==> config.mk <==
export PLATFORM = sky130hd
export DESIGN_NAME = sop_sequencer
export DESIGN_NICKNAME = d
export VERILOG_FILES = /design/src/rtl/sop_pkg.sv /design/src/rtl/sop_valid_pipe.sv /design/src/rtl/sop_sequencer.sv
export SDC_FILE = /design/constraint.sdc
export NUM_CORES = 1
export LEC_CHECK = 0
export CORE_ASPECT_RATIO = 0.8
export CORE_UTILIZATION = 42
export CTS_BUF_LIST = sky130_fd_sc_hd__clkbuf_16
export CTS_CLUSTER_DIAMETER = 150
export DETAILED_ROUTE_END_ITERATION = 7
export PLACE_DENSITY = 0.9
export SYNTH_ARGS = -nofsm -noshare
export SYNTH_HDL_FRONTEND = slang
export SYNTH_HIERARCHICAL = 1
export SYNTH_SLANG_ARGS = --single-unit
==> constraint.sdc <==
create_clock -name clk -period 2.1 [get_ports clk]
set_clock_uncertainty 0.15 [all_clocks]
set_input_delay 0.315 -clock clk [delete_from_list [all_inputs] [get_ports clk]]
set_output_delay 0.315 -clock clk [all_outputs]
set_load 0.02 [all_outputs]
==> src/rtl/sop_pkg.sv <==
//------------------------------------------------------------------------------
// Module      : sop_pkg
// Description : Shared types and constants for the SOP sequencer slice.
// Revision    : 1.0 - initial release
//------------------------------------------------------------------------------
`default_nettype none

package sop_pkg;

    typedef enum logic [2:0] {
        ST_IDLE  = 3'd0,
        ST_FILL  = 3'd1,
        ST_RUN   = 3'd2,
        ST_FLUSH = 3'd3,
        ST_CLEAR = 3'd4
    } state_t;

    localparam int TAPS          = 4;
    localparam int DEF_WIDTH     = 4;
    localparam int DEF_OUT_WIDTH = 8;

endpackage

`default_nettype wire

==> src/rtl/sop_valid_pipe.sv <==
//------------------------------------------------------------------------------
// Module      : sop_valid_pipe
// Description : Token delay line tracking which datapath slots hold full windows.
// Revision    : 1.0 - initial release
//------------------------------------------------------------------------------
`default_nettype none

module sop_valid_pipe #(
    parameter int DEPTH = 3
) (
    input  logic clk,
    input  logic rst,
    input  logic i_tok,
    output logic o_tok,
    output logic o_any_pending
);

    logic [DEPTH-1:0] r_sr;

    always_ff @(posedge clk) begin
        if (rst) begin
            r_sr <= '0;
        end else begin
            r_sr[0] <= i_tok;
            for (int i = 1; i < DEPTH; i++) begin
                r_sr[i] <= r_sr[i-1];
            end
        end
    end

    assign o_tok         = r_sr[DEPTH-1];
    assign o_any_pending = |r_sr;

endmodule

`default_nettype wire

==> src/rtl/sop_sequencer.sv <==
//------------------------------------------------------------------------------
// Module      : sop_sequencer
// Description : Coefficient owner and stream sequencer for the 4-tap SOP datapath.
// Revision    : 1.0 - initial release
//------------------------------------------------------------------------------
`default_nettype none

module sop_sequencer
    import sop_pkg::*;
#(
    parameter int WIDTH     = DEF_WIDTH,
    parameter int OUT_WIDTH = DEF_OUT_WIDTH,
    parameter int PIPE_LAT  = 2
) (
    input  logic                 clk,
    input  logic                 rst,
    input  logic                 cfg_we,
    input  logic [1:0]           cfg_addr,
    input  logic [WIDTH-1:0]     cfg_data,
    output logic                 cfg_err,
    input  logic                 start,
    input  logic                 stop,
    input  logic                 in_valid,
    input  logic [WIDTH-1:0]     in_data,
    output logic                 in_ready,
    output logic [WIDTH-1:0]     C0,
    output logic [WIDTH-1:0]     C1,
    output logic [WIDTH-1:0]     C2,
    output logic [WIDTH-1:0]     C3,
    output logic [WIDTH-1:0]     DATA_IN,
    output logic                 dp_clr,
    input  logic [OUT_WIDTH-1:0] SUM_OUT,
    output logic                 out_valid,
    output logic [OUT_WIDTH-1:0] out_sum,
    output logic                 busy
);

    state_t                  r_state;
    logic [1:0]              r_fill_cnt;
    logic [3:0][WIDTH-1:0]   r_coef;
    logic [WIDTH-1:0]        r_data_in;
    logic                    r_out_valid;
    logic [OUT_WIDTH-1:0]    r_out_sum;
    logic                    r_cfg_err;
    logic                    w_tok_in;
    logic                    w_tok_out;
    logic                    w_any_pending;

    // Only samples accepted in RUN complete a full window; FILL samples prime it.
    assign w_tok_in = (r_state == ST_RUN) && in_valid;

    sop_valid_pipe #(
        .DEPTH (PIPE_LAT + 1)
    ) u_valid_pipe (
        .clk           (clk),
        .rst           (rst),
        .i_tok         (w_tok_in),
        .o_tok         (w_tok_out),
        .o_any_pending (w_any_pending)
    );

    always_ff @(posedge clk) begin
        if (rst) begin
            r_state     <= ST_IDLE;
            r_fill_cnt  <= '0;
            r_coef      <= '0;
            r_data_in   <= '0;
            r_out_valid <= 1'b0;
            r_out_sum   <= '0;
            r_cfg_err   <= 1'b0;
        end else begin
            r_cfg_err   <= cfg_we && (r_state != ST_IDLE);
            r_out_valid <= w_tok_out;
            r_out_sum   <= SUM_OUT;
            r_data_in   <= '0;
            case (r_state)
                ST_IDLE: begin
                    if (cfg_we) begin
                        r_coef[cfg_addr] <= cfg_data;
                    end
                    if (start) begin
                        r_state <= ST_FILL;
                    end
                end
                ST_FILL, ST_RUN: begin
                    if (in_valid) begin
                        r_data_in <= in_data;
                    end
                    if (r_fill_cnt != 2'(TAPS - 1)) begin
                        r_fill_cnt <= r_fill_cnt + 2'd1;
                    end
                    if (stop) begin
                        r_state <= ST_FLUSH;
                    end else if ((r_state == ST_FILL) && (r_fill_cnt == 2'(TAPS - 2))) begin
                        r_state <= ST_RUN;
                    end
                end
                ST_FLUSH: begin
                    if (!w_any_pending) begin
                        r_state <= ST_CLEAR;
                    end
                end
                ST_CLEAR: begin
                    r_fill_cnt <= '0;
                    r_state    <= ST_IDLE;
                end
                default: begin
                    r_state <= ST_IDLE;
                end
            endcase
        end
    end

    assign C0        = r_coef[0];
    assign C1        = r_coef[1];
    assign C2        = r_coef[2];
    assign C3        = r_coef[3];
    assign DATA_IN   = r_data_in;
    assign out_valid = r_out_valid;
    assign out_sum   = r_out_sum;
    assign cfg_err   = r_cfg_err;
    assign in_ready  = (r_state == ST_FILL) || (r_state == ST_RUN);
    assign busy      = (r_state != ST_IDLE);
    assign dp_clr    = rst | (r_state == ST_CLEAR);

endmodule

`default_nettype wire

# --- After elaboration in Yosys (flattened, before gate mapping) ---
# Index checks and enable logic that the tools add are counted.
totals:
  regBits: 38
  out_inout_bits: 33
classes:
  n_addsub: 1
  order_cmp: 2
  n_eq_ne: 10
  mux: 10
  bitwise_logic: 3
  n_reduce_logical: 14
op_table:
  columns: ["operator", "n"]
  rows:
  - ["bitwise mux 16 bit", 1]
  - ["2-to-1 mux 3 bit", 4]
  - ["one-hot mux 3 bit (3 select lines)", 1]
  - ["demux 4 bit (select 2 bit)", 1]
  - ["!= test 2 bit, second input constant", 4]
  - ["== test 3 x 2 -> 1 bit, second input constant", 2]
  - ["OR reduction 3 bit", 2]
  - ["logical AND 1 bit", 4]
  - ["2-to-1 mux 4 bit", 1]
  - ["one-hot mux 2 bit (2 select lines)", 1]
  - ["AND reduction 2 bit", 2]
  - ["== test 3 x 1 -> 1 bit, second input constant", 1]
  - ["== test 3 bit, second input constant", 1]
  - ["zero test 3 bit", 1]
  - ["less-than comparator 2 x 3 -> 1 bit, second input constant", 1]
  - ["!= test 3 bit, second input constant", 1]
  - ["AND reduction 3 bit", 1]
  - ["nonzero test 3 bit", 1]
  - ["adder 2 x 1 -> 2 bit, second input constant", 1]
  - ["== test 2 bit, second input constant", 1]
  - ["greater-or-equal comparator 2 x 1 -> 1 bit, second input constant", 1]
  - ["2-to-1 mux 2 bit", 1]
  - ["NOT 1 bit", 2]
  - ["nonzero test 2 bit", 1]
  - ["3 further kinds", 3]

# --- Longest topological paths before layout ---
# Gate-level depths: netlist of the first run.
depth:
  word_depth: 5
  mapped_depth: 6

# --- By module ---
# The synthesis of the first run kept the hierarchy.
modules_own_cells:
  columns: ["mod", "n_inst", "cells_each", "area_each_um2"]
  rows:
  - ["sop_sequencer", 1, 124, 1311.3]
  - ["sop_valid_pipe", 1, 7, 85.1]

# --- Least setup slack after synthesis of the first run ---
# No wires, ideal clock.
synth_path:
  path_kind: "register to register"
  start: "reg r_state[1]"
  end: "reg r_coef, in the netlist C0[0]"
  arrival_ps: 1329
  required_time_ps: 1822
  path_slack_ps: 493
  path_stages_with_launch: 6
  path_cell_list: "dfxtp_1 -> buf_2 -> nor4b_4 -> nor3b_4 -> mux2i_1 -> nor2_1"
synth_between:
  elab_chain_cells: 2
synth_lines:
  columns: ["element", "line", "rtl"]
  rows:
  - ["start: declaration", "sop_sequencer.sv:38", "state_t r_state;"]
  - ["start signal: assignment", "sop_sequencer.sv:64", "r_state <= ST_IDLE;"]
  - ["start signal: assignment", "sop_sequencer.sv:82", "r_state <= ST_FILL;"]
  - ["start signal: assignment", "sop_sequencer.sv:93", "r_state <= ST_FLUSH;"]
  - ["zero test 3 bit", "sop_sequencer.sv:76", "case (r_state)"]
  - ["AND reduction 2 bit (no source line)", null, null]
  - ["end signal: indexed assignment", "sop_sequencer.sv:79", "r_coef[cfg_addr] <= cfg_data;"]
  - ["end: declaration", "sop_sequencer.sv:40", "logic [3:0][WIDTH-1:0] r_coef;"]
# No other way between the ends.
# A chain may end at the register's enable or synchronous reset.

# --- Worst setup path in the final report of the first run ---
layout_path:
  start: "reg r_state[1]"
  end: "out busy"
layout_between:
  elab_chain_cells: 1
layout_lines:
  columns: ["element", "line", "rtl"]
  rows:
  - ["nonzero test 3 bit", "sop_sequencer.sv:123", "assign busy = (r_state != ST_IDLE);"]
  - ["end: declaration", "sop_sequencer.sv:35", "output logic busy"]
# No other way between the ends.

==> results of run 1 <==
==> final timing paths <==
| kind | endpoint | slack [ps] |
|---|---|---|
| setup reg to reg | C0[3]$_SDFFE_PP0P_ | 440 |
| setup / recovery | busy | 50 |
| hold reg to reg | u_valid_pipe/r_sr[1]$_SDFF_PP0_ | 310 |
| hold / removal | u_valid_pipe/r_sr[1]$_SDFF_PP0_ | 310 |
==> state kept, by name, indices dropped and copies added (netlist names), 3 cells and up <==
signal / flops
u_valid_pipe/r_sr: 3
out_sum: 8
r_state: 3
C3: 4
C2: 4
C1: 4
C0: 4
DATA_IN: 4
==> cells in the final DEF, fill, tap and decap left out, types with 2 or more instances in the layout <==
cell type        synthesis  final
and2_1                   4      4
buf_4                    0      3
clkbuf_16                0      5
clkdlybuf4s50_1          0     54
dfxtp_1                 38     36
dfxtp_2                  0      2
dlymetal6s2s_1           0      2
ha_1                     2      2
inv_1                    3      5
mux2i_1                 17     17
nand2_1                  2      2
nand3_1                  2      2
nand3b_1                 2      2
nor2_1                  21     21
nor2b_1                 13     13
nor4b_1                  2      2
or3_1                    3      3
xnor2_1                  2      2
==> final cells by class <==
type	instances	area, µm²	share of cell area
Clock buffer	5	125	0.0575
Clock inverter	3	37.5	0.0173
Inverter	3	11.3	0.00518
Multi-Input combinational cell	84	599	0.276
Sequential cell	38	763	0.351
Tap cell	40	50.0	0.0230
Timing Repair Buffer	59	588	0.270
==> power by group through the flow <==
stage               registers [mW]  logic [mW]  clock network (mW)
detailed placement           0.905       0.705                   0
finish                       0.893       0.700               0.813
global placement             0.894       0.692                   0
CTS                          0.894       0.712               0.834
floorplan                    0.901       0.423                   0
global route                 0.907       0.779               0.860
==> through the flow <==
| stage | instance area [µm²] | power (mW) | util |
|---|---|---|---|
| 2_1_floorplan | 1400 | 1.32 | - |
| 3_3_place_gp | 2000 | 1.59 | 0.640 |
| 3_5_place_dp | 2000 | 1.61 | 0.640 |
| 4_1_cts | 2170 | 2.44 | 0.693 |
| 5_1_grt | 2170 | 2.55 | 0.695 |
| 6_report | 2170 | 2.41 | 0.695 |
==> per-layer routing <==
metal | vias to the layer above | share of wire
li1 | 557 | -
met1 | 501 | 0.43
met2 | 46 | 0.47
met3 | 7 | 0.077
met4 | 0 | 0.021
met5 | - | 0
==> logic make-up after synthesis <==
kind of cell,share of synthesized area
flops,0.545
buf+inv,0.0260
fa+ha+maj,0.0251
compound gates,0.0332
xor+xnor,0.0125
simple gates,0.237
mux,0.122
==> timing repair <==
item,in CTS,in global routing
setup endpoints to repair,3,2
pin swaps,0,0
gates resized for setup,2,2
==> results.toml, run 1 <==
[run_status]
status = "finished clean"

[placed_design]
place_hpwl_um = 2150
io_buffer_count = 56
place.gp.congestion = 0.745
place_ws_ps = 90.6
placed_cells = 224

[logic_synthesis]
synth_common_cells = "dfxtp_1 (38), nor2_1 (21), mux2i_1 (17), nor2b_1 (13), and2_1 (4)"
synthArstFlopShare = 0
ys_types = 30
syn-cell-area_um2 = 1400
synth_top_area_share = 0.545
syn-num-nets = 157
synth_area_leaders = "dfxtp_1 (54%), mux2i_1 (12%), nor2b_1 (5.8%), nor2_1 (5.6%), and2_1 (1.8%)"
synth_most_common_cell = "dfxtp_1"
synth-edff-count = 0
ys_seq_area_frac = 0.545
ys_warn_count = 6
synthFlopType = "dfxtp_1"
synth-seq-cells = 38
syn_area_per_cell_um2 = 10.7
syn_inst = 131
yosys.area.top_type = "dfxtp_1"

[sta]
slew_violations = 0
post-route-period-util = 0.975
finalCriticalPeriod_ps = 2050
hold_ws_ps = 308
setup_viol = 0
tightestPinTransition_ps = 489
slew_headroom = 0.669
hold_violations = 0
setup_tns_ps = 0
setup_slack_ps = 53.1
max_freq_mhz = 489
rsz0062_at_grt = "no"

[routing]
routed_wirelength_um = 2930
routedWlPerCell_um = 12.6
viasPerCell = 4.79
drt_first_pass_iters = 4
num_vias = 1111
drt.antenna.violating_nets = 0
drt_iter0_drc = 40
drc_errors = 0

[global_routing]
grt.busiest_layer = "met2"
grtUsageMet2 = 0.311
use_met3 = 0.0614
grt_pass1_vias = 1082
grt_pass1_wl_um = 4730
grt_max_degree = 35
grt_overflow = 0
grt_antenna_before_repair = 0
grt_use_total = 0.185
grtUsageMet1 = 0.210

[floorplan]
coreArea_um2 = 3130
fp-row-count = 18
die_area_um2 = 3560
die_w_um = 66.5
initial_utilization = 0.446
ios = 57
die_h_um = 53.6

[power_and_ir_drop]
p_seq_frac = 0.371
p_leak_nw = 0.943
ir_worst_vdd_mv = 0.623
p_clk_frac = 0.338
netSwitchingPower_mw = 0.682
p_int_mw = 1.72
swShare = 0.283
p_per_area_nw_per_um2 = 1110
power_frac_comb = 0.291

[cells_and_area]
antennaDiodeCount = 0
area.growth.synth_to_final_pct = 55.7
fillers = 236
drive_gt1_frac = 0.0729
fin_cells = 232
nets = 217

[min_path]
min_from = "u_valid_pipe/r_sr[0]$_SDFF_PP0_"
whs_path_depth = 1
min_path_type = "reg -> reg"

[setup_path]
path_delay_family = "buffers and inverters"
critPathMaxFanout = 8
crit_slowest_cell = "clkdlybuf4s50_1"
critPathLaunch = "r_state[1]$_SDFFE_PP0P_"
endpoint_kind = "output pin"
critical_path_buf_inv_count = 1
crit_arrival_ps = 1580
cpPeakStageDelay_ps = 550
start_kind = "register"
path_depth = 2
r2r-start = "r_state[1]$_SDFFE_PP0P_"
cp_cell_sequence = "or3_1 -> clkdlybuf4s50_1"
required_ps = 1630
path_class = "reg -> out"
reg2regPathDepth = 4

[clocking]
cts_sinks = 38
cts_tree = "yes"
clockBufferDepth = 2
clkLatencyLatePin_ps = 280
root_buffer = "clkbuf_16"
clkTransAtPathRegs_ps = 50
numCtsBuffers = 5
ctsHoldBuffers = 0
h-tree-depth = 2
post_cts_buffers = 0

[job]
max_cap_viol_count = 0
No activity file was read; power rests on OpenSTA's default activity.
==> run 2: changes to the inputs <==
CTS_CLUSTER_DIAMETER = 200   (was 150)
==> results of run 2 <==
Same layout as run 1: the final DEF is identical, and so are final timing and power.
==> run 3: changes to the inputs <==
==> constraint.sdc (replaced) <==
create_clock -name clk -period 2.1 [get_ports clk]
set_clock_uncertainty 0.15 [all_clocks]
set_input_delay 0.42 -clock clk [delete_from_list [all_inputs] [get_ports clk]]
set_output_delay 0.42 -clock clk [all_outputs]
set_load 0.02 [all_outputs]
==> run 3 against run 2 <==
  * Cell area is 0.98% higher
  * Register-to-register slack better by 40 ps
  * Die area did not move
  * Hold slack better by 3.2 ps
  * Clock power about the same
  * Global-route usage grew 0.69 points
  * Total power is 1.1% higher
  * Highest routed layer unchanged
  * Critical path type is now in -> out
  * Clock-buffer cell count stayed put
==> results.toml, run 3 (same netlist as run 1, synthesis figures left out) <==
[floorplan]
die_area_um2 = 3560
coreArea_um2 = 3130
fp-row-count = 18
die_h_um = 53.6
die_w_um = 66.5
ios = 57
initial_utilization = 0.446

[cells_and_area]
multi_input_area_um2 = 599
area.growth.synth_to_final_pct = 57.3
final_cell_mix = "clkdlybuf4s50_1 (53), dfxtp_1 (36), nor2_1 (21)"
regArea_um2 = 763
fillers = 231
largest_reg_flops = 8
antennaDiodeCount = 0
nets = 221
final_area_um2 = 2200
mostFrequentLayoutCell = "clkdlybuf4s50_1"
drive_gt1_frac = 0.0918

[routing]
viasPerCell = 4.93
drt.antenna.violating_nets = 0
drc_errors = 0
routed_wirelength_um = 2970
num_vias = 1163
routedWlPerCell_um = 12.6
drt_first_pass_iters = 4
drt_iter0_drc = 40

[clocking]
numCtsBuffers = 5
post_cts_buffers = 0
clockBufferDepth = 2
root_buffer = "clkbuf_16"
cts_sinks = 38
clkLatencyLatePin_ps = 280
h-tree-depth = 2
ctsHoldBuffers = 0
clkTransAtPathRegs_ps = 50
cts_tree = "yes"

[sta]
finalCriticalPeriod_ps = 1970
post-route-period-util = 0.937
hold_violations = 0
setup_viol = 0
slew_headroom = 0.665
tightestPinTransition_ps = 496
max_freq_mhz = 508
rsz0062_at_grt = "no"
slew_violations = 0

[global_routing]
grt_pass1_wl_um = 4840
grt_max_degree = 35
grt_overflow = 0
grtUsageMet2 = 0.340
grt.busiest_layer = "met2"
grt_antenna_before_repair = 0
grtUsageMet1 = 0.202
grt_use_total = 0.192
use_met3 = 0.0890
grt_pass1_vias = 1146

[setup_path]
required_ps = 1530
cpPeakStageDelay_ps = 430
path_class = "in -> out"
cp_cell_sequence = "clkdlybuf4s50_1 -> a31o_2 -> dlygate4sd2_1"
r2r-start = "r_state[1]$_SDFFE_PP0P_"
critical_path_buf_inv_count = 2
path_depth = 3
reg2regPathDepth = 5
start_kind = "input pin"
critPathMaxFanout = 2
rr_endpoint = "C1[1]$_SDFFE_PP0P_"
crit_slowest_cell = "clkdlybuf4s50_1"
crit_arrival_ps = 1400
reg2reg_slack_ps = 480
endpoint_kind = "output pin"
path_delay_family = "buffers and inverters"

[placed_design]
io_buffer_count = 56
place_area_um2 = 2030
place_hpwl_um = 2250
place.gp.congestion = 0.756

[min_path]
min_from = "u_valid_pipe/r_sr[0]$_SDFF_PP0_"
min_path_type = "reg -> reg"
min_to = "u_valid_pipe/r_sr[1]$_SDFF_PP0_"
whs_path_depth = 1

[power_and_ir_drop]
p_per_area_nw_per_um2 = 1110
p_leak_nw = 0.947
ir_worst_vdd_mv = 0.955
total_power_mw = 2.43

[run_status]
status = "finished clean"

[job]
max_cap_viol_count = 0
[run 3: cell types whose count changed in the layout (fill, tap and decap cells not counted), sizes merged]
cell	change
clkdlybuf4s50	-1
dlymetal6s2s	-2
dlygate4sd2	+3
buf	+4
[run 3: area by class of cell]
cell class / count / area share
Multi-Input combinational cell: 84 / 0.273
Timing Repair Buffer: 63 / 0.277
Tap cell: 40 / 0.0228
Clock inverter: 3 / 0.0171
Clock buffer: 5 / 0.0570
Sequential cell: 38 / 0.348
Inverter: 3 / 0.00513
[run 3: stage by stage]
step | util | hold WS (ps) | instances | setup TNS, ps | setup WS, ps
after floorplan | - | 279 | 131 | 0 | 493
after global placement | 0.650 | 294 | 228 | -72.5 | -72.5
after detailed placement | 0.650 | 313 | 228 | -91.6 | -91.6
after CTS | 0.701 | 314 | 236 | 0 | 131
after global routing | 0.701 | 323 | 236 | 0 | 105
final | 0.701 | 311 | 236 | 0 | 133
[run 3: worst max path at each step]
stage                       startpoint                  to  slack [ps]
2_1_floorplan  r_state[1]$_SDFFE_PP0P_  C0[0]$_SDFFE_PP0P_         490
3_3_place_gp                       rst              dp_clr         -70
3_5_place_dp                       rst              dp_clr         -90
4_1_cts                            rst              dp_clr         130
5_1_grt                            rst              dp_clr         100
6_report                           rst              dp_clr         130
[run 3: power by group]
part | leakage (nW) | switching (mW) | internal, mW
clock network | 0.0864 | 0.263 | 0.550
logic | 0.550 | 0.352 | 0.378
registers | 0.311 | 0.0804 | 0.808
total | 0.947 | 0.695 | 1.74
[run 3: worst reg2reg max path: cells and delay by family, from the launching register on]
family	cells	cell delay [ps]
buffers and inverters	1	160
AND/OR/NAND/NOR	3	570
multiplexers	1	240
flip-flops	1	370
[run 3: repair_timing]
| item | 4_1_cts | 5_1_grt |
|---|---|---|
| endpoints found under the setup margin | 3 | 0 |
| resized for setup | 5 | 0 |
| hold endpoints to repair | 0 | 0 |
[run 3: routing by layer]
metal | vias up | part of all wire
met4 | 0 | 0.017
met3 | 6 | 0.082
met1 | 539 | 0.41
met5 | - | 0
met2 | 49 | 0.49
li1 | 569 | -
